===== src/rtl/track_renderer.sv =====
`default_nettype none
// ============================================================================
// Module      : track_renderer
// Description : Three-lane runner game renderer. Two-stage pixel pipeline
//               (hit flags, then colour) plus per-frame game state: player
//               lane, falling obstacle, LFSR lane picker and RUN/CRASH FSM.
// Revision    : 1.0 - initial release
// ============================================================================
module track_renderer #(
    parameter int H_ACTIVE = 640,
    parameter int V_ACTIVE = 480,
    parameter int LANE_W   = 160,
    parameter int PLAYER_Y = 400,
    parameter int SPRITE   = 32,
    parameter int SPEED    = 4
) (
    input  logic        clk,
    input  logic        rst,
    input  logic [11:0] hdata,
    input  logic [11:0] vdata,
    input  logic        valid,
    input  logic        hsync_in,
    input  logic        vsync_in,
    input  logic        lane_left,
    input  logic        lane_right,
    input  logic        restart,
    output logic        hsync_out,
    output logic        vsync_out,
    output logic [3:0]  vga_r,
    output logic [3:0]  vga_g,
    output logic [3:0]  vga_b,
    output logic        frame_tick,
    output logic        collision
);

    typedef enum logic [0:0] {
        ST_RUN   = 1'b0,
        ST_CRASH = 1'b1
    } state_t;

    // 13-bit working width so that "+ SPRITE" and "+ 1" never wrap.
    localparam logic [12:0] c_H_ACTIVE = 13'(H_ACTIVE);
    localparam logic [12:0] c_V_ACTIVE = 13'(V_ACTIVE);
    localparam logic [12:0] c_LANE_W   = 13'(LANE_W);
    localparam logic [12:0] c_LANE_W2  = 13'(2 * LANE_W);
    localparam logic [12:0] c_OFS      = 13'((LANE_W - SPRITE) / 2);
    localparam logic [12:0] c_PLAYER_Y = 13'(PLAYER_Y);
    localparam logic [12:0] c_SPRITE   = 13'(SPRITE);
    localparam logic [12:0] c_SPEED    = 13'(SPEED);

    localparam logic [1:0]  c_PEND_NONE  = 2'd0;
    localparam logic [1:0]  c_PEND_LEFT  = 2'd1;
    localparam logic [1:0]  c_PEND_RIGHT = 2'd2;

    localparam logic [11:0] c_RGB_BLACK  = 12'h000;
    localparam logic [11:0] c_RGB_PLAYER = 12'hFF0;
    localparam logic [11:0] c_RGB_CRASH  = 12'hF00;
    localparam logic [11:0] c_RGB_OBST   = 12'h0F0;
    localparam logic [11:0] c_RGB_LINE   = 12'hFFF;
    localparam logic [11:0] c_RGB_TRACK  = 12'h222;

    // Left edge of the sprite centred in a lane.
    function automatic logic [12:0] lane_x(input logic [1:0] lane);
        case (lane)
            2'd0:    lane_x = c_OFS;
            2'd1:    lane_x = c_LANE_W + c_OFS;
            default: lane_x = c_LANE_W2 + c_OFS;
        endcase
    endfunction

    // Pipeline registers
    logic        r_valid_q,      w_valid_d;
    logic        r_hsync1_q,     r_vsync1_q;
    logic        r_blank1_q,     w_blank_d;
    logic        r_blank2_q;
    logic        r_player_hit_q, w_player_hit_d;
    logic        r_obst_hit_q,   w_obst_hit_d;
    logic        r_line_hit_q,   w_line_hit_d;
    logic [11:0] r_rgb_q,        w_rgb_d;
    logic        r_hsync2_q,     r_vsync2_q;
    logic        r_frame_tick_q;

    // Game state registers
    logic [1:0]  r_lane_q,       w_lane_d;
    logic [11:0] r_obst_y_q,     w_obst_y_d;
    logic [1:0]  r_obst_lane_q,  w_obst_lane_d;
    logic [1:0]  r_pend_q,       w_pend_d;
    state_t      r_state_q,      w_state_d;
    logic [7:0]  r_lfsr_q,       w_lfsr_d;

    logic [12:0] w_h, w_v, w_px0, w_ox0, w_oy, w_obst_sum;
    logic        w_tick, w_overlap, w_req_any;
    logic [1:0]  w_req_new;

    // Stage-1 hit flags from the incoming pixel and stage-2 colour priority
    always_comb begin
        w_h            = {1'b0, hdata};
        w_v            = {1'b0, vdata};
        w_px0          = lane_x(r_lane_q);
        w_ox0          = lane_x(r_obst_lane_q);
        w_oy           = {1'b0, r_obst_y_q};
        w_valid_d      = valid && (w_h < c_H_ACTIVE);
        w_blank_d      = (w_v >= c_V_ACTIVE);
        w_player_hit_d = (w_h >= w_px0) && (w_h < w_px0 + c_SPRITE) &&
                         (w_v >= c_PLAYER_Y) && (w_v < c_PLAYER_Y + c_SPRITE);
        w_obst_hit_d   = (w_h >= w_ox0) && (w_h < w_ox0 + c_SPRITE) &&
                         (w_v >= w_oy) && (w_v < w_oy + c_SPRITE);
        // |h - n*LANE_W| < 2 is the closed range [n*LANE_W-1, n*LANE_W+1]
        w_line_hit_d   = ((w_h + 13'd1 >= c_LANE_W)  && (w_h <= c_LANE_W + 13'd1)) ||
                         ((w_h + 13'd1 >= c_LANE_W2) && (w_h <= c_LANE_W2 + 13'd1));

        w_rgb_d = c_RGB_TRACK;
        if (!r_valid_q) begin
            w_rgb_d = c_RGB_BLACK;
        end else if (r_player_hit_q) begin
            w_rgb_d = (r_state_q == ST_CRASH) ? c_RGB_CRASH : c_RGB_PLAYER;
        end else if (r_obst_hit_q) begin
            w_rgb_d = c_RGB_OBST;
        end else if (r_line_hit_q) begin
            w_rgb_d = c_RGB_LINE;
        end
    end

    // Two-stage pixel pipeline; syncs reset to their inactive-high level
    always_ff @(posedge clk) begin
        if (rst) begin
            r_valid_q      <= 1'b0;
            r_hsync1_q     <= 1'b1;
            r_vsync1_q     <= 1'b1;
            r_blank1_q     <= 1'b0;
            r_blank2_q     <= 1'b0;
            r_player_hit_q <= 1'b0;
            r_obst_hit_q   <= 1'b0;
            r_line_hit_q   <= 1'b0;
            r_rgb_q        <= c_RGB_BLACK;
            r_hsync2_q     <= 1'b1;
            r_vsync2_q     <= 1'b1;
            r_frame_tick_q <= 1'b0;
        end else begin
            r_valid_q      <= w_valid_d;
            r_hsync1_q     <= hsync_in;
            r_vsync1_q     <= vsync_in;
            r_blank1_q     <= w_blank_d;
            r_blank2_q     <= r_blank1_q;
            r_player_hit_q <= w_player_hit_d;
            r_obst_hit_q   <= w_obst_hit_d;
            r_line_hit_q   <= w_line_hit_d;
            r_rgb_q        <= w_rgb_d;
            r_hsync2_q     <= r_hsync1_q;
            r_vsync2_q     <= r_vsync1_q;
            r_frame_tick_q <= w_tick;
        end
    end

    // Game next-state: lane requests, obstacle motion, RUN/CRASH transitions
    always_comb begin
        w_tick     = r_blank1_q && !r_blank2_q;
        w_lfsr_d   = {r_lfsr_q[6:0], r_lfsr_q[7] ^ r_lfsr_q[5] ^ r_lfsr_q[4] ^ r_lfsr_q[3]};
        w_obst_sum = {1'b0, r_obst_y_q} + c_SPEED;
        w_overlap  = (r_obst_lane_q == r_lane_q) &&
                     ({1'b0, r_obst_y_q} + c_SPRITE > c_PLAYER_Y) &&
                     ({1'b0, r_obst_y_q} < c_PLAYER_Y + c_SPRITE);

        // Simultaneous left+right cancels whatever was pending
        w_req_any = lane_left || lane_right;
        w_req_new = c_PEND_NONE;
        if (lane_left && !lane_right) begin
            w_req_new = c_PEND_LEFT;
        end else if (lane_right && !lane_left) begin
            w_req_new = c_PEND_RIGHT;
        end

        w_lane_d      = r_lane_q;
        w_obst_y_d    = r_obst_y_q;
        w_obst_lane_d = r_obst_lane_q;
        w_pend_d      = r_pend_q;
        w_state_d     = r_state_q;

        case (r_state_q)
            ST_RUN: begin
                w_pend_d = w_req_any ? w_req_new : r_pend_q;
                if (w_tick) begin
                    if (w_overlap) begin
                        // Freeze the scene exactly as it was when the hit happened
                        w_state_d = ST_CRASH;
                        w_pend_d  = c_PEND_NONE;
                    end else begin
                        if (r_pend_q == c_PEND_LEFT && r_lane_q != 2'd0) begin
                            w_lane_d = r_lane_q - 2'd1;
                        end else if (r_pend_q == c_PEND_RIGHT && r_lane_q != 2'd2) begin
                            w_lane_d = r_lane_q + 2'd1;
                        end
                        // A request arriving on the tick itself waits for the next frame
                        w_pend_d = w_req_new;
                        if (w_obst_sum >= c_V_ACTIVE) begin
                            w_obst_y_d    = 12'd0;
                            w_obst_lane_d = 2'(r_lfsr_q % 8'd3);
                        end else begin
                            w_obst_y_d = w_obst_sum[11:0];
                        end
                    end
                end
            end
            ST_CRASH: begin
                w_pend_d = c_PEND_NONE;
                if (restart) begin
                    w_state_d     = ST_RUN;
                    w_obst_y_d    = 12'd0;
                    w_obst_lane_d = 2'd0;
                    w_lane_d      = 2'd1;
                end
            end
            default: begin
                w_state_d = ST_RUN;
            end
        endcase
    end

    // Game state registers and LFSR
    always_ff @(posedge clk) begin
        if (rst) begin
            r_lane_q      <= 2'd1;
            r_obst_y_q    <= 12'd0;
            r_obst_lane_q <= 2'd0;
            r_pend_q      <= c_PEND_NONE;
            r_state_q     <= ST_RUN;
            r_lfsr_q      <= 8'hA5;
        end else begin
            r_lane_q      <= w_lane_d;
            r_obst_y_q    <= w_obst_y_d;
            r_obst_lane_q <= w_obst_lane_d;
            r_pend_q      <= w_pend_d;
            r_state_q     <= w_state_d;
            r_lfsr_q      <= w_lfsr_d;
        end
    end

    assign hsync_out  = r_hsync2_q;
    assign vsync_out  = r_vsync2_q;
    assign vga_r      = r_rgb_q[11:8];
    assign vga_g      = r_rgb_q[7:4];
    assign vga_b      = r_rgb_q[3:0];
    assign frame_tick = r_frame_tick_q;
    assign collision  = (r_state_q == ST_CRASH);

endmodule
`default_nettype wire


===== config.mk =====
export PLATFORM = sky130hd
export DESIGN_NAME = track_renderer
export DESIGN_NICKNAME = d
export VERILOG_FILES = /design/src/rtl/track_renderer.sv
export SDC_FILE = /design/constraint.sdc
export NUM_CORES = 1
export LEC_CHECK = 0
export ABC_AREA = 0
export CORE_MARGIN = 4
export CORE_UTILIZATION = 50
export DETAILED_ROUTE_END_ITERATION = 12
export PLACE_DENSITY = 0.85
export SLEW_MARGIN = 20
export SYNTH_ARGS = -nofsm -noshare
export SYNTH_HDL_FRONTEND = slang
export SYNTH_SLANG_ARGS = --single-unit

===== constraint.sdc =====
create_clock -name clk -period 7 [get_ports clk]
set_clock_uncertainty 0.1 [all_clocks]
set_input_delay 1.05 -clock clk [delete_from_list [all_inputs] [get_ports clk]]
set_output_delay 1.05 -clock clk [all_outputs]
set_load 0.02 [all_outputs]

* After elaboration in Yosys (flattened, before gate mapping) *
Index checks and enable logic that the tools add are counted.

word-level totals
  output and inout bits = 16
  input port bits = 32
  register bits after elaboration = 50

operators by class
  bitwise gates (word level) = 5
  add/subtract/negate cells = 7
  order comparisons = 17
  muxes and demuxes = 32
  equal/unequal tests = 12
  divide/modulo/power cells = 1
  reductions and logical operators = 28

operator list
  cell                                                                             count
  12-bit 2-to-1 mux                                                                7
  12-bit by 13-bit less-than comparator with 1-bit output                          3
  9-bit one-hot mux with 2 select lines                                            2
  2-bit 2-to-1 mux                                                                 14
  13-bit by 6-bit adder with 13-bit output (second input constant)                 2
  12-bit by 13-bit >= comparator with 1-bit output                                 2
  13-bit by 9-bit >= comparator with 1-bit output (second input constant)          2
  12-bit by 9-bit >= comparator with 1-bit output (second input constant)          2
  12-bit by 9-bit less-than comparator with 1-bit output (second input constant)   2
  12-bit one-hot mux with 2 select lines                                           1
  1-bit logical AND                                                                16
  12-bit by 1-bit adder with 13-bit output (second input constant)                 1
  12-bit by 3-bit adder with 13-bit output (second input constant)                 1
  12-bit by 6-bit adder with 13-bit output (second input constant)                 1
  13-bit by 8-bit >= comparator with 1-bit output (second input constant)          1
  13-bit by 9-bit > comparator with 1-bit output (second input constant)           1
  12-bit >= comparator                                                             1
  12-bit by 8-bit <= comparator with 1-bit output (second input constant)          1
  12-bit by 9-bit <= comparator with 1-bit output (second input constant)          1
  12-bit by 10-bit less-than comparator with 1-bit output (second input constant)  1
  2-bit one-hot mux with 2 select lines                                            3
  2-bit inequality test (second input constant)                                    5
  8-bit by 2-bit modulo with 8-bit output (second input constant)                  1
  8-bit 2-to-1 mux                                                                 1
  17 further kinds                                                                 30

* Depth between registers and ports, before layout *
Gate-level depths: netlist (run 1).

  depth after elaboration = 7
  depth in mapped cells = 13

* Least setup slack after synthesis (run 1) *
No wires, ideal clock.

  kind = input to register
  start point = in vdata[2]
  end point = reg r_obst_hit_q
  required time = 6.786 ns
  library setup time = 0.114 ns
  path slack = 4.221 ns
  stages = 9
  arrival time = 2.564 ns
  cells stage by stage = ha_1 > o21a_1 > o21ai_0 > a21oi_1 > o21a_1 > o21a_1 > o21ai_0 > a21oi_1 > a2111oi_0

between the ends
  longest elaborated chain between the ends = 3
  elaborated cells between the ends (all ways) = 4

ends and longest elaborated chain
  element                RTL line  RTL
  start, declared        20        input logic [11:0] vdata,
  12-bit >= comparator   107       (w_v >= w_oy) && (w_v < w_oy + c_SPRITE);
  1-bit logical AND      106       w_obst_hit_d = (w_h >= w_ox0) && (w_h < w_ox0 + c_SPRITE) &&
  1-bit logical AND (*)  107
  end signal, assigned   146       r_obst_hit_q <= w_obst_hit_d;
  end, declared          77        logic r_obst_hit_q, w_obst_hit_d;

Every way passes the cells marked *; elsewhere a longest branch is shown, timed or not.
A chain may end at the register's enable or synchronous reset.

* Worst setup path after layout (run 1) *
Same ends and word-level chain as after synthesis.

==> impl_metrics.py, run 1 <==
metrics = {
    "synthesis": {
        "syn_nets": 448,
        "yosysMostFrequentCell": "ha_1",
        "synth_edf_count": 0,
        "ys_seq_area_share_pct": 26.93,
        "yosys-top-cells-count": "43 x ha_1, 42 x dfxtp_1, 29 x nor2_1",
        "netlist_instances": 373,
        "avgSynthCellArea_um2": 8.369,
        "synth_flop_cell": "dfxtp_1",
        "synth_area_leaders": "dfxtp_1 27%, ha_1 17%, xnor2_1 3.9%, a21oi_1 3.5%, nor2_1 3.5%",
        "synth_area_um2": 3122,
        "synthArstFlopShare_pct": 0,
        "synth_seq_cells": 42,
        "synth_top_cell_area_share_pct": 26.93,
        "yosysUniqueCellTypes": 58,
        "synth_top_cell_by_area": "dfxtp_1",
        "synth_warnings": 0,
    },
    "clock_network": {
        "root_buffer": "clkbuf_8",
        "post-cts-setup-buffers": 0,
        "clock_sinks": 42,
        "cts_tree": "yes",
        "clkLatencyLatePin_ns": 0.29,
        "clock_path_buffers": 2,
        "path_clk_slew_ns": 0.09,
        "htreeDepth": 2,
        "cts_hold_buffers": 0,
        "cts_buffers": 5,
        "cts.repair.resized": 0,
    },
    "floorplanning": {
        "die_area_um2": 7572,
        "die_h_um": 87.02,
        "core_area_um2": 5991,
        "io_pins": 48,
        "die_x_um": 87.02,
        "rows": 28,
        "initial_utilization_pct": 52.11,
    },
    "global_route": {
        "antenna_found_initial": 0,
        "grt_pass1_vias": 2611,
        "grt_use_total_pct": 18.78,
        "overflow": 0,
        "grt_max_degree": 35,
        "grt_pass1_wl_um": 11630,
    },
    "setup_path": {
        "crit_arrival_ns": 3.42,
        "end_kind": "register",
        "critPathKind": "input pin to register",
        "path_cells": "clkdlybuf4s50_1 -> ha_1 -> o21a_1 -> o21ai_0 -> a21oi_1 -> o21a_1 -> o21a_1 -> o21ai_0 -> a21oi_1 -> a2111oi_0",
        "critPathMaxFanout": 2,
        "worst-r2r-setup-slack_ns": 3.84,
        "worst_ep_required_time_ns": 7.03,
        "crit_path_top_delay_cell": "a2111oi_0",
        "max_stage_delay_ns": 0.62,
        "cp-start-kind": "input pin",
        "crit_top_cell": "o21a_1",
    },
    "drt": {
        "post_drt_wl_per_cell_um": 14.07,
        "avgViaCountPerCell": 5.615,
        "drtIter0Drc": 96,
        "dr_total_vias": 2712,
        "drc": 0,
        "ant_nets": 0,
        "finalWirelength_um": 6795,
        "drt_first_pass_iters": 4,
    },
    "timing": {
        "fin_crit_sh_pct": 48.40,
        "rsz0062_at_grt": "no",
        "finalHoldViolCount": 0,
        "clock.fmax_mhz": 295.2,
        "whs_ns": 0.3152,
        "fin_setup_tns_ns": 0,
        "drv_slew": 0,
        "post-route-min-period_ns": 3.388,
        "tightest_slew_ns": 0.6341,
        "max_slew_margin_pct": 56.63,
        "setup-violations-final": 0,
    },
    "cells_and_area": {
        "post_route_cells_drive_above_1_share_pct": 6.373,
        "fin_nets": 482,
        "num_antenna_cells": 0,
        "area_delta_synth_final_pct": 18.44,
    },
    "power": {
        "power.total_w": 0.0006030,
        "p_per_area_nw_per_um2": 163.1,
        "vdd_drop_max_v": 0.0001510,
        "leakage_nw": 1.479,
    },
    "placement": {
        "io_buffers": 45,
        "hpwlAfterDp_um": 5344,
        "gp_congestion": 0.9244,
    },
    "flow_run": {
        "max-cap-violations": 0,
    },
    "min_path": {
        "hold_path_class": "register to register",
    },
    "status": {
        "status": "finished clean",
    },
}
[routing by layer]
layer	GRT usage [%]	wire, um
met1	21.72	2862
met2	34.30	3580
met3	3.500	221
met4	6.374	130
met5	0	0
[critical path: cells and delay by family]
family,cells,cell delay [ns]
buffers and inverters,1,0.41
AOI/OAI and AO/OA,8,1.68
adders and majority gates,1,0.29
[through the flow]
| step | setup slack [ns] | utilization (%) | std cells | area, um2 |
|---|---|---|---|---|
| after floorplan | 4.221 | - | 373 | 3122 |
| after global placement | 3.346 | 59.42 | 475 | 3560 |
| after detailed placement | 3.281 | 59.42 | 475 | 3560 |
| after CTS | 3.599 | 61.72 | 483 | 3697 |
| after global routing | 3.497 | 61.72 | 483 | 3697 |
| final | 3.612 | 61.72 | 483 | 3697 |
[power breakdown]
part | leakage (nW) | internal, W | switching, W
Sequential | 0.344 | 0.000248 | 0.0000123
Clock | 0.0683 | 0.000143 | 0.0000856
Combinational | 1.07 | 0.0000603 | 0.0000544
Total | 1.48 | 0.000451 | 0.000152
[cell families after synthesis]
logic type,share of synthesized area (%)
XOR/XNOR,4.489
AO/OA/AOI/OAI,18.12
multiplexers,2.325
flip-flops,26.93
adder cells (fa/ha/maj),17.23
buffers and inverters,6.893
AND/OR/NAND/NOR,24.01
[final timing paths]
check                              from                      end  depth (start not counted)
min               r_vsync1_q$_SDFF_PP1_     vsync_out$_SDFF_PP1_                          1
max reg2reg  r_obst_y_q[5]$_SDFFE_PP0P_  r_obst_hit_q$_SDFF_PP0_                          8
max                            vdata[2]  r_obst_hit_q$_SDFF_PP0_                         10
min reg2reg       r_vsync1_q$_SDFF_PP1_     vsync_out$_SDFF_PP1_                          1
[sequential cells by signal (all words and copies together) (netlist names), 2 cells and up]
| name | count |
|---|---|
| r_lane_q | 2 |
| r_lfsr_q | 8 |
| r_obst_lane_q | 2 |
| r_obst_y_q | 10 |
| r_pend_q | 2 |
| r_rgb_q | 6 |
[layout by cell type, fill, tap and decap left out, drive strengths merged, types with 8 or more instances in the layout]
master | Yosys | final
a21oi | 22 | 22
clkdlybuf4s50 | 0 | 45
dfxtp | 42 | 42
ha | 43 | 43
inv | 27 | 27
nand2 | 19 | 19
nand2b | 11 | 11
nand3 | 10 | 10
nor2 | 30 | 30
nor2b | 15 | 15
nor3 | 10 | 10
o21a | 8 | 8
o21ai | 22 | 22
or2 | 8 | 8
xnor2 | 14 | 14
[final cells by class]
type	instances	area [um2]
clock inverter	3	68.82
multi-input combinational	285	2066
fill	503	2293
inverter	27	101.3
timing repair buffer	46	457.9
clock buffer	5	68.82
tap	75	93.84
sequential	42	840.8
(Power assumes the default switching activity.)
==> inputs of run 2 (changes only) <==
==> constraint.sdc (replaced) <==
create_clock -name clk -period 3.2 [get_ports clk]
set_clock_uncertainty 0.1 [all_clocks]
set_input_delay 0.48 -clock clk [delete_from_list [all_inputs] [get_ports clk]]
set_output_delay 0.48 -clock clk [all_outputs]
set_load 0.02 [all_outputs]
==> run 2 against run 1 <==
Against the previous run:
- final cell count did not move
- first-iteration DRC count grew 30%
- sequential power up 120%
- design area decreased by 0.74%
- power grew 100%
- setup slack got worse by 3.3 ns
- hold slack worse by 0.0092 ns
- routed wire length is 1.4% lower
- flip-flop and latch count is the same
- critical path depth up 2
- register-to-register slack lost 3.6 ns
- clock-buffer cell count stayed put
- critical path type is now register to register
- largest cell class unchanged
- largest power group unchanged
==> impl_metrics.py, run 2 (synthesis results as in run 1) <==
metrics = {
    "floorplanning": {
        "die_x_um": 87.02,
        "core_area_um2": 5991,
        "initial_utilization_pct": 52.11,
        "die_h_um": 87.02,
        "rows": 28,
        "die_area_um2": 7572,
        "io_pins": 48,
    },
    "power": {
        "power.total_w": 0.001228,
        "combPwrFrac_pct": 20.5,
        "swShare_pct": 26.45,
        "pwr-share-seq_pct": 46.3,
        "p_per_area_nw_per_um2": 334.6,
        "vdd_drop_max_v": 0.0002642,
        "clock_power_share_pct": 33.2,
        "p_sw_w": 0.0003248,
        "leakage_nw": 1.469,
        "intPower_w": 0.0009031,
    },
    "drt": {
        "ant_nets": 0,
        "drtIter0Drc": 125,
        "drc": 0,
        "finalWirelength_um": 6698,
        "drt_first_pass_iters": 4,
        "avgViaCountPerCell": 5.596,
        "post_drt_wl_per_cell_um": 13.87,
        "dr_total_vias": 2703,
    },
    "timing": {
        "finalHoldViolCount": 0,
        "drv_slew": 0,
        "fin_crit_sh_pct": 90.95,
        "tightest_slew_ns": 0.4909,
        "rsz0062_at_grt": "no",
        "post-route-min-period_ns": 2.911,
        "max_slew_margin_pct": 66.97,
        "fin_setup_tns_ns": 0,
        "setup-violations-final": 0,
        "clock.fmax_mhz": 343.6,
    },
    "global_route": {
        "grt_max_degree": 34,
        "grtUsageMet3_pct": 3.122,
        "grt_pass1_wl_um": 11510,
        "top_usage_layer": "met2",
        "grt_pass1_vias": 2658,
        "grt_use_total_pct": 18.53,
        "use_met2_pct": 34.78,
        "grtUsageMet1_pct": 21.21,
        "overflow": 0,
        "antenna_found_initial": 0,
    },
    "setup_path": {
        "cp-start-kind": "register",
        "crit_buf_inv": 2,
        "path_cells": "inv_1 -> o2bb2ai_1 -> a22oi_1 -> o211ai_1 -> ha_1 -> nor3_1 -> mux2i_1 -> ha_1 -> inv_1 -> o211ai_1 -> mux2i_1 -> o32ai_1",
        "max_stage_delay_ns": 0.55,
        "end_kind": "register",
        "cpLargestDelayFamily": "compound AO/OA/AOI/OAI gates",
        "crit_path_top_delay_cell": "dfxtp_1",
        "critPathKind": "register to register",
        "critPathMaxFanout": 12,
        "crit_arrival_ns": 2.98,
        "worst_ep_required_time_ns": 3.27,
    },
    "clock_network": {
        "cts_buffers": 5,
        "htreeDepth": 2,
        "root_buffer": "clkbuf_8",
        "clock_sinks": 42,
        "cts_tree": "yes",
        "post-cts-setup-buffers": 0,
        "clkLatencyLatePin_ns": 0.29,
        "path_clk_slew_ns": 0.08,
        "cts_hold_buffers": 0,
        "clock_path_buffers": 2,
    },
    "cells_and_area": {
        "num_antenna_cells": 0,
        "largest_reg_flops": 10,
        "top_register": "r_obst_y_q",
        "layout_common_cells": "45 x clkdlybuf4s50_1, 43 x ha_1, 41 x dfxtp_1",
        "post_route_cells_drive_above_1_share_pct": 6.618,
        "final_util_pct": 61.26,
        "multiInputGateArea_um2": 2066,
        "area_delta_synth_final_pct": 17.56,
        "seq_area_um2": 842.1,
        "top_regs": "r_obst_y_q: 10 flops, r_lfsr_q: 8 flops, r_rgb_q: 6 flops",
        "fin_nets": 482,
        "fill_cells": 516,
        "final_common_cell": "clkdlybuf4s50_1",
    },
    "flow_run": {
        "max-cap-violations": 0,
    },
    "placement": {
        "gp_congestion": 0.8843,
        "hpwlAfterDp_um": 5232,
        "io_buffers": 45,
    },
    "status": {
        "status": "finished clean",
    },
    "min_path": {
        "hold_path_class": "register to register",
    },
}
[run 2: cell count changes in the layout (fill, tap and decap cells not counted), sizes merged]
cell    delta
clkinv     +1
bufinv     -1
[run 2: per-layer routing]
metal	share of wire, %	wire [um]
met1	43	2864
met2	53	3545
met5	0	0
met3	2.7	181
met4	1.6	108
[run 2: path summary, 6_finish.rpt]
check                         startpoint                             to  slack (ns)  depth (start not counted)
setup / recovery  r_lfsr_q[3]$_SDFF_PP0_  r_obst_lane_q[1]$_SDFFE_PP0P_        0.29                         12
hold / removal     r_blank2_q$_SDFF_PP0_          frame_tick$_SDFF_PP0_        0.31                          1
setup reg to reg  r_lfsr_q[3]$_SDFF_PP0_  r_obst_lane_q[1]$_SDFFE_PP0P_        0.29                         12
hold reg to reg    r_blank2_q$_SDFF_PP0_          frame_tick$_SDFF_PP0_        0.31                          1
[run 2: power groups by stage]
| stage | clock (W) | sequential (W) | combinational (W) |
|---|---|---|---|
| global placement | 0 | 0.000579 | 0.000240 |
| detailed placement | 0 | 0.000580 | 0.000250 |
| CTS | 0.000415 | 0.000568 | 0.000254 |
| finish | 0.000408 | 0.000568 | 0.000252 |
| global route | 0.000441 | 0.000572 | 0.000286 |
| floorplan | 0 | 0.000570 | 0.000172 |
[run 2: worst register-to-register path: cells and delay by family (launching register included)]
family | cells | cell delay (ns)
buf+inv | 2 | 0.22
simple gates | 1 | 0.25
mux | 2 | 0.49
flops | 1 | 0.55
fa+ha+maj | 2 | 0.42
compound gates | 5 | 0.76
[run 2: repair_timing]
| action | 4_1_cts | 5_1_grt |
|---|---|---|
| hold endpoints to repair | 0 | 0 |
| setup endpoints to repair | 0 | 1 |
| resized for setup | 0 | 1 |
[run 2: final cells by class]
class / instances / share of cell area, %
clock buffer: 5 / 1.875
clock inverter: 3 / 1.091
inverter: 27 / 2.762
multi-input combinational: 285 / 56.29
sequential: 42 / 22.95
tap: 75 / 2.557
timing repair buffer: 46 / 12.48
[run 2: through the flow]
step | instances | hold WS (ns) | instance area, um2 | worst slack [ns]
after floorplan | 373 | 0.2828 | 3122 | 0.4840
after global placement | 475 | 0.2911 | 3560 | 0.2828
after detailed placement | 475 | 0.2950 | 3560 | 0.2678
after CTS | 483 | 0.3091 | 3669 | 0.2367
after global routing | 483 | 0.3362 | 3670 | 0.02856
final | 483 | 0.3059 | 3670 | 0.2895
